--- config.mk ---
export PLATFORM = sky130hd
export DESIGN_NAME = seq_divider_32b_flat
export DESIGN_NICKNAME = d
export VERILOG_FILES = /design/src/rtl/seq_divider_pkg.sv /design/src/rtl/seq_divider_32b_if.sv /design/src/rtl/seq_divider_32b_div_step.sv /design/src/rtl/seq_divider_32b.sv /design/src/flat_wrapper.sv
export SDC_FILE = /design/constraint.sdc
export NUM_CORES = 1
export LEC_CHECK = 0
export BUFFER_PORTS_ARGS = -buffer_cell sky130_fd_sc_hd__buf_2
export CAP_MARGIN = 0
export CORE_MARGIN = 2
export CORE_UTILIZATION = 45
export DETAILED_ROUTE_END_ITERATION = 8
export PLACE_DENSITY = 0.66
export SETUP_SLACK_MARGIN = 0.3
export SYNTH_ARGS = -nofsm -noshare
export SYNTH_HDL_FRONTEND = slang
export SYNTH_SLANG_ARGS = --single-unit
export TNS_END_PERCENT = 100
--- constraint.sdc ---
create_clock -name clk -period 2.9 [get_ports clk]
set_clock_uncertainty 0.05 [all_clocks]
set_input_delay 0.145 -clock clk [delete_from_list [all_inputs] [get_ports clk]]
set_output_delay 0.145 -clock clk [all_outputs]
set_load 0.05 [all_outputs]
--- src/rtl/seq_divider_pkg.sv ---
// Shared types and sizing for the sequential divider.
// SEQ_DIVIDER_RADIX4_EN selects two restoring steps per cycle instead of one.
package seq_divider_pkg;

  localparam int DW = 16;

`ifdef SEQ_DIVIDER_RADIX4_EN
  localparam int STEPS_PER_CYCLE = 2;
`else
  localparam int STEPS_PER_CYCLE = 1;
`endif

  localparam int CALC_CYCLES = DW / STEPS_PER_CYCLE;
  localparam int CNT_W       = $clog2(CALC_CYCLES + 1);

  typedef enum logic [1:0] {
    IDLE,
    CALC,
    DONE
  } state_e;

endpackage

--- src/rtl/seq_divider_32b_if.sv ---
// Operand/result handshake bundle between the divider and its producer/consumer.
interface seq_divider_32b_if #(
  parameter int W = seq_divider_pkg::DW
);
  logic           in_valid;
  logic           in_ready;
  logic [2*W-1:0] dividend;
  logic [W-1:0]   divisor;
  logic           out_valid;
  logic           out_ready;
  logic [W-1:0]   quotient;
  logic [W-1:0]   remainder;
  logic           div_by_zero;
  logic           overflow;

  modport master (
    output in_valid, dividend, divisor, out_ready,
    input  in_ready, out_valid, quotient, remainder, div_by_zero, overflow
  );

  modport slave (
    input  in_valid, dividend, divisor, out_ready,
    output in_ready, out_valid, quotient, remainder, div_by_zero, overflow
  );
endinterface

--- src/rtl/seq_divider_32b_div_step.sv ---
// One combinational restoring-division step: shift in a dividend bit, subtract if it fits.
module div_step
  import seq_divider_pkg::*;
#(
  parameter int W = DW
) (
  input  logic [W-1:0] r_i,
  input  logic         bit_i,
  input  logic [W-1:0] divisor_i,
  output logic [W-1:0] r_o,
  output logic         q_bit_o
);
  logic [W:0] t;
  logic [W:0] diff;

  // The incoming remainder is always below the divisor, so its carry bit is
  // zero and only the low W bits are carried between steps.
  assign t       = {r_i, bit_i};
  assign diff    = t - {1'b0, divisor_i};
  assign q_bit_o = (t >= {1'b0, divisor_i});
  assign r_o     = q_bit_o ? diff[W-1:0] : t[W-1:0];
endmodule

--- src/rtl/seq_divider_32b.sv ---
// Iterative 32/16 restoring divider with valid/ready handshakes on both sides.
// Defining SEQ_DIVIDER_RADIX4_EN chains two div_step stages per cycle.
module seq_divider_32b
  import seq_divider_pkg::*;
(
  input  logic              clk,
  input  logic              rst,
  seq_divider_32b_if.slave  dbus
);
  state_e             state_q;
  logic [DW-1:0]      r_q;
  logic [DW-1:0]      q_q;
  logic [DW-1:0]      divisor_q;
  logic [CNT_W-1:0]   cnt_q;
  logic [DW-1:0]      quotient_q;
  logic [DW-1:0]      remainder_q;
  logic               dbz_q;
  logic               ovf_q;
  logic               out_valid_q;

  logic [STEPS_PER_CYCLE-1:0] qbit;
  logic [DW-1:0]              r_d;
  logic [DW-1:0]              q_d;

  // Stage gi consumes the dividend bit gi places below the current MSB.
  for (genvar gi = 0; gi < STEPS_PER_CYCLE; gi++) begin : g_step
    logic [DW-1:0] r_in;
    logic [DW-1:0] r_out;
    logic          qb;

    if (gi == 0) begin : g_first
      assign r_in = r_q;
    end else begin : g_next
      assign r_in = g_step[gi-1].r_out;
    end

    div_step #(.W(DW)) u_step (
      .r_i       (r_in),
      .bit_i     (q_q[DW-1-gi]),
      .divisor_i (divisor_q),
      .r_o       (r_out),
      .q_bit_o   (qb)
    );

    assign qbit[gi] = qb;
  end

  assign r_d = g_step[STEPS_PER_CYCLE-1].r_out;

  always_comb begin
    q_d = q_q << STEPS_PER_CYCLE;
    for (int i = 0; i < STEPS_PER_CYCLE; i++) begin
      q_d[STEPS_PER_CYCLE-1-i] = qbit[i];
    end
  end

  always_ff @(posedge clk or posedge rst) begin
    if (rst) begin
      state_q     <= IDLE;
      r_q         <= '0;
      q_q         <= '0;
      divisor_q   <= '0;
      cnt_q       <= '0;
      quotient_q  <= '0;
      remainder_q <= '0;
      dbz_q       <= 1'b0;
      ovf_q       <= 1'b0;
      out_valid_q <= 1'b0;
    end else begin
      case (state_q)
        IDLE: begin
          if (dbus.in_valid) begin
            if (dbus.divisor == '0 || dbus.dividend[2*DW-1:DW] >= dbus.divisor) begin
              dbz_q       <= (dbus.divisor == '0);
              ovf_q       <= (dbus.divisor != '0);
              quotient_q  <= '1;
              remainder_q <= '0;
              state_q     <= DONE;
            end else begin
              dbz_q     <= 1'b0;
              ovf_q     <= 1'b0;
              r_q       <= dbus.dividend[2*DW-1:DW];
              q_q       <= dbus.dividend[DW-1:0];
              divisor_q <= dbus.divisor;
              cnt_q     <= '0;
              state_q   <= CALC;
            end
          end
        end
        CALC: begin
          r_q   <= r_d;
          q_q   <= q_d;
          cnt_q <= cnt_q + 1'b1;
          // Last step publishes directly so out_valid rises on the same edge.
          if (cnt_q == CNT_W'(CALC_CYCLES - 1)) begin
            quotient_q  <= q_d;
            remainder_q <= r_d;
            out_valid_q <= 1'b1;
            state_q     <= DONE;
          end
        end
        DONE: begin
          // Exception results arrive here with out_valid still low; raise it one edge later.
          if (!out_valid_q) begin
            out_valid_q <= 1'b1;
          end else if (dbus.out_ready) begin
            out_valid_q <= 1'b0;
            state_q     <= IDLE;
          end
        end
        default: state_q <= IDLE;
      endcase
    end
  end

  assign dbus.in_ready    = (state_q == IDLE);
  assign dbus.out_valid   = out_valid_q;
  assign dbus.quotient    = quotient_q;
  assign dbus.remainder   = remainder_q;
  assign dbus.div_by_zero = dbz_q;
  assign dbus.overflow    = ovf_q;
endmodule

--- src/flat_wrapper.sv ---
// flat-port wrapper written by rule: the top's interface ports become plain ports
module seq_divider_32b_flat import seq_divider_pkg::*;
  (clk, rst, dbus_in_valid, dbus_dividend, dbus_divisor, dbus_out_ready, dbus_in_ready, dbus_out_valid, dbus_quotient, dbus_remainder, dbus_div_by_zero, dbus_overflow);
  seq_divider_32b_if dbus_i ();
  input  logic clk;
  input  logic rst;
  input wire logic [$bits(dbus_i.in_valid)-1:0] dbus_in_valid;
  input wire logic [$bits(dbus_i.dividend)-1:0] dbus_dividend;
  input wire logic [$bits(dbus_i.divisor)-1:0] dbus_divisor;
  input wire logic [$bits(dbus_i.out_ready)-1:0] dbus_out_ready;
  output wire logic [$bits(dbus_i.in_ready)-1:0] dbus_in_ready;
  output wire logic [$bits(dbus_i.out_valid)-1:0] dbus_out_valid;
  output wire logic [$bits(dbus_i.quotient)-1:0] dbus_quotient;
  output wire logic [$bits(dbus_i.remainder)-1:0] dbus_remainder;
  output wire logic [$bits(dbus_i.div_by_zero)-1:0] dbus_div_by_zero;
  output wire logic [$bits(dbus_i.overflow)-1:0] dbus_overflow;
  assign dbus_i.in_valid = dbus_in_valid;
  assign dbus_i.dividend = dbus_dividend;
  assign dbus_i.divisor = dbus_divisor;
  assign dbus_i.out_ready = dbus_out_ready;
  assign dbus_in_ready = dbus_i.in_ready;
  assign dbus_out_valid = dbus_i.out_valid;
  assign dbus_quotient = dbus_i.quotient;
  assign dbus_remainder = dbus_i.remainder;
  assign dbus_div_by_zero = dbus_i.div_by_zero;
  assign dbus_overflow = dbus_i.overflow;
  seq_divider_32b u_core (.clk(clk), .rst(rst), .dbus(dbus_i));
endmodule
==> metrics.txt <==
Die Y=110.8 um; data required time at the worst endpoint=3.07 ns; Period Utilization, post-route=87.65%; Leak Pwr=3.024 nW; Worst VDD drop=0.9454 mV; Main synth FF type=dfrtp_1; CP Launch Type=register; initial core utilization=46.73%; Yosys top cell by area=dfrtp_1; sequential area share after synthesis=43.88%; Tot Pwr=9.605 mW; via count=4,766; power share of the clock group=11.4%; internal power=4.923 mW; most frequent cells in the layout=92 x nor2_1, 89 x dfrtp_1, 87 x buf_2; clock sink count=90; fin area=6689 um2; max cap viols=0; layout cells sized above 1=26.33%; sequential share of power=24.1%; WL final=13,970 um; Net Sw Power=4.682 mW; DIE AREA=12,280 um2; Final Max Tran Viols=0; Num CTS Buffers=9; crit path from=u_core.g_step[0].r_in[10]; die span in x=110.8 um; clock latency on the worst-skew pair=0.35 ns; n_diodes=0; CP Capture Type=register; Switching Fraction=48.75%; final worst path period need=2.542 ns; Ys Warns=0; Slowest-stage cell, CP=or4_4; Synth Register Bits=90; pin count of the biggest net entering global routing=55; Final Hold Fails=1; mean post-synth cell area=8.699 um2; Final HPWL DP=9981 um; Final ANT Viol Nets=0; Syn Nets=677; Cell Chain, Critical Path=ha_4, nand4_4, or4_4, o21ai_4, inv_2, and3_4, buf_6, a22oi_2, a31oi_1; initial antenna violation count=0; post-synth top area share=43.88%; worst-margin pin slew=0.6824 ns; DRT iter0 DRCs=303; Critical Path Fanout Max=9; worst hold margin=-0.001355 ns; most common cell after layout, fill and taps aside=nor2_1; Pre-antenna DRT Iters=5; Root Buffer=clkbuf_16; HP Start=dbus_divisor[10]; slew margin rel.=54.45%; Post-synth EDFFs=0; top achievable clock speed=0.3934 GHz; CTS tree=done; drt wl/cell=16.35 um; RSZ-0062 raised after global routing=no; type of the worst setup path=reg2reg; grt total ovfl=0; synthesized cell area=5132 um2; R2R Path Start=u_core.g_step[0].r_in[10]; first-pass GRT wire length=23,000 um; Comb power frac=64.5%; Reg clk slew, reported paths=0.06 ns; failing checks=negative hold slack; status=finished with violations; Nets=797; Cell Area, Placed=5829 um2; Top delay family on crit path=simple AND/OR/NAND/NOR gates; buffers added on ports=87; DRC errors left=0; FFs w/ async S/R, synth=100.0%; top cells by area, synth=dfrtp_1 44%, ha_1 8.3%, nor2_1 6.8%; crit-path max cell delay=0.53 ns; Worst Path Arrival=2.72 ns; GP Congestion=0.9135; Hold WC Path Type=in2reg; setup TNS=0 ns; synth unique cells=58; vias in the first global route=4,711; Core Area=10,980 um2; Clock Path Buffers=2; Layout area overhead=30.33%; Synth Instances=590; # rows=38; htree depth=3; PwrDens=1436 nW/um2; Tot GR Track Use=23.07%; # IOs=88; worst path bufs/invs=2; # setup viols final=0; vias per cell=5.581; Finished Core Util=60.90%
## metrics by stage
step	hold WS [ns]	instances	worst slack [ns]
2_1_floorplan	0.1981	590	0.3525
3_3_place_gp	0.2032	809	0.2200
3_5_place_dp	0.2157	809	0.09452
4_1_cts	0.0004131	846	0.2840
5_1_grt	0.003263	854	0.2705
6_report	-0.001355	854	0.3581
## power groups by stage
stage	Clock, mW	Combinational [mW]	Sequential [mW]
final	1.09	6.20	2.32
after global routing	1.18	6.75	2.39
after CTS	1.11	5.71	2.31
after detailed placement	0	5.25	2.29
after global placement	0	5.13	2.28
after floorplan	0	3.35	2.89
## sequential cells by signal, summed over array words and instances, names as in the netlist
| register | count |
|---|---|
| u_core.g_step.r_in | 16 |
| u_core.divisor_q | 16 |
| u_core.dbus.overflow | 1 |
| u_core.dbus.out_valid | 1 |
| u_core.state_q | 2 |
| u_core.q_q | 16 |
| u_core.cnt_q | 5 |
| u_core.dbus.quotient | 16 |
| u_core.dbus.div_by_zero | 1 |
| u_core.dbus.remainder | 16 |
## final timing paths
kind,slack (ns),endpoint,depth (start not counted)
max,0.36,u_core.g_step[0].r_in[5],9
min,-0.001,u_core.divisor_q[10],3
max reg2reg,0.36,u_core.g_step[0].r_in[5],9
min reg2reg,0.44,u_core.dbus.overflow,1
max in group asynchronous,1.70,u_core.dbus.remainder[4],4
min in group asynchronous,0.38,u_core.state_q[1],3
## Yosys cell counts, drive strengths merged (2+ instances only)
cell type	count
nor2b	5
dfrtp	90
nor4	5
mux2	3
and3	3
a211oi	5
ha	34
a21oi	51
o21a	3
o211ai	2
a21boi	2
buf	8
xnor2	9
nand4	4
nand3	6
a41oi	4
clkbuf	20
o31ai	2
nand2	79
or2	2
nand2b	5
nor2	93
o21bai	2
a21o	6
a31oi	34
a211o	2
a2111oi	2
o21ai	35
inv	41
xor2	3
a22oi	11
nor3	4
## what timing repair did
item | 4_1_cts | 5_1_grt
hold endpoints to repair | 54 | 0
pin swaps | 2 | 7
setup endpoints to repair | 30 | 64
resized for setup | 27 | 26
buffers inserted | 3 | 7
hold buffers | 19 | 0
cloned | 0 | 1
## cell type report
cell class                 instances  area (um2)
clock buffer                      10       229.0
multi-input combinational        431        2869
fill                             982        4294
sequential                        90        2253
timing repair buffer             137       965.9
inverter                          41       155.1
clock inverter                     5       41.29
tap                              140       175.2
## worst min-delay path, cell delays in order
cell and delay, ns:
buf_2 0.10, nand2_1 0.05, o21ai_0 0.07
## layer usage
layer  wire, um  global-route usage (%)  up-vias
met5          0                       0        -
met4        538                   10.08        0
met3        659                   5.249       37
met2       6669                   37.55      135
met1       6100                   29.49     2295
li1           -                       -     2299
## kinds of logic after synthesis
logic type / count (synthesis) / share of synthesized area, %
AOI/OAI and AO/OA: 169 / 21.38
xor gates and xnor gates: 12 / 2.048
buffers and inverters: 69 / 5.704
DFF: 90 / 43.88
adders and majority gates: 35 / 8.679
muxes: 4 / 0.8532
and+or+nand+nor: 211 / 17.45
Power figures use the tool's default switching activity.
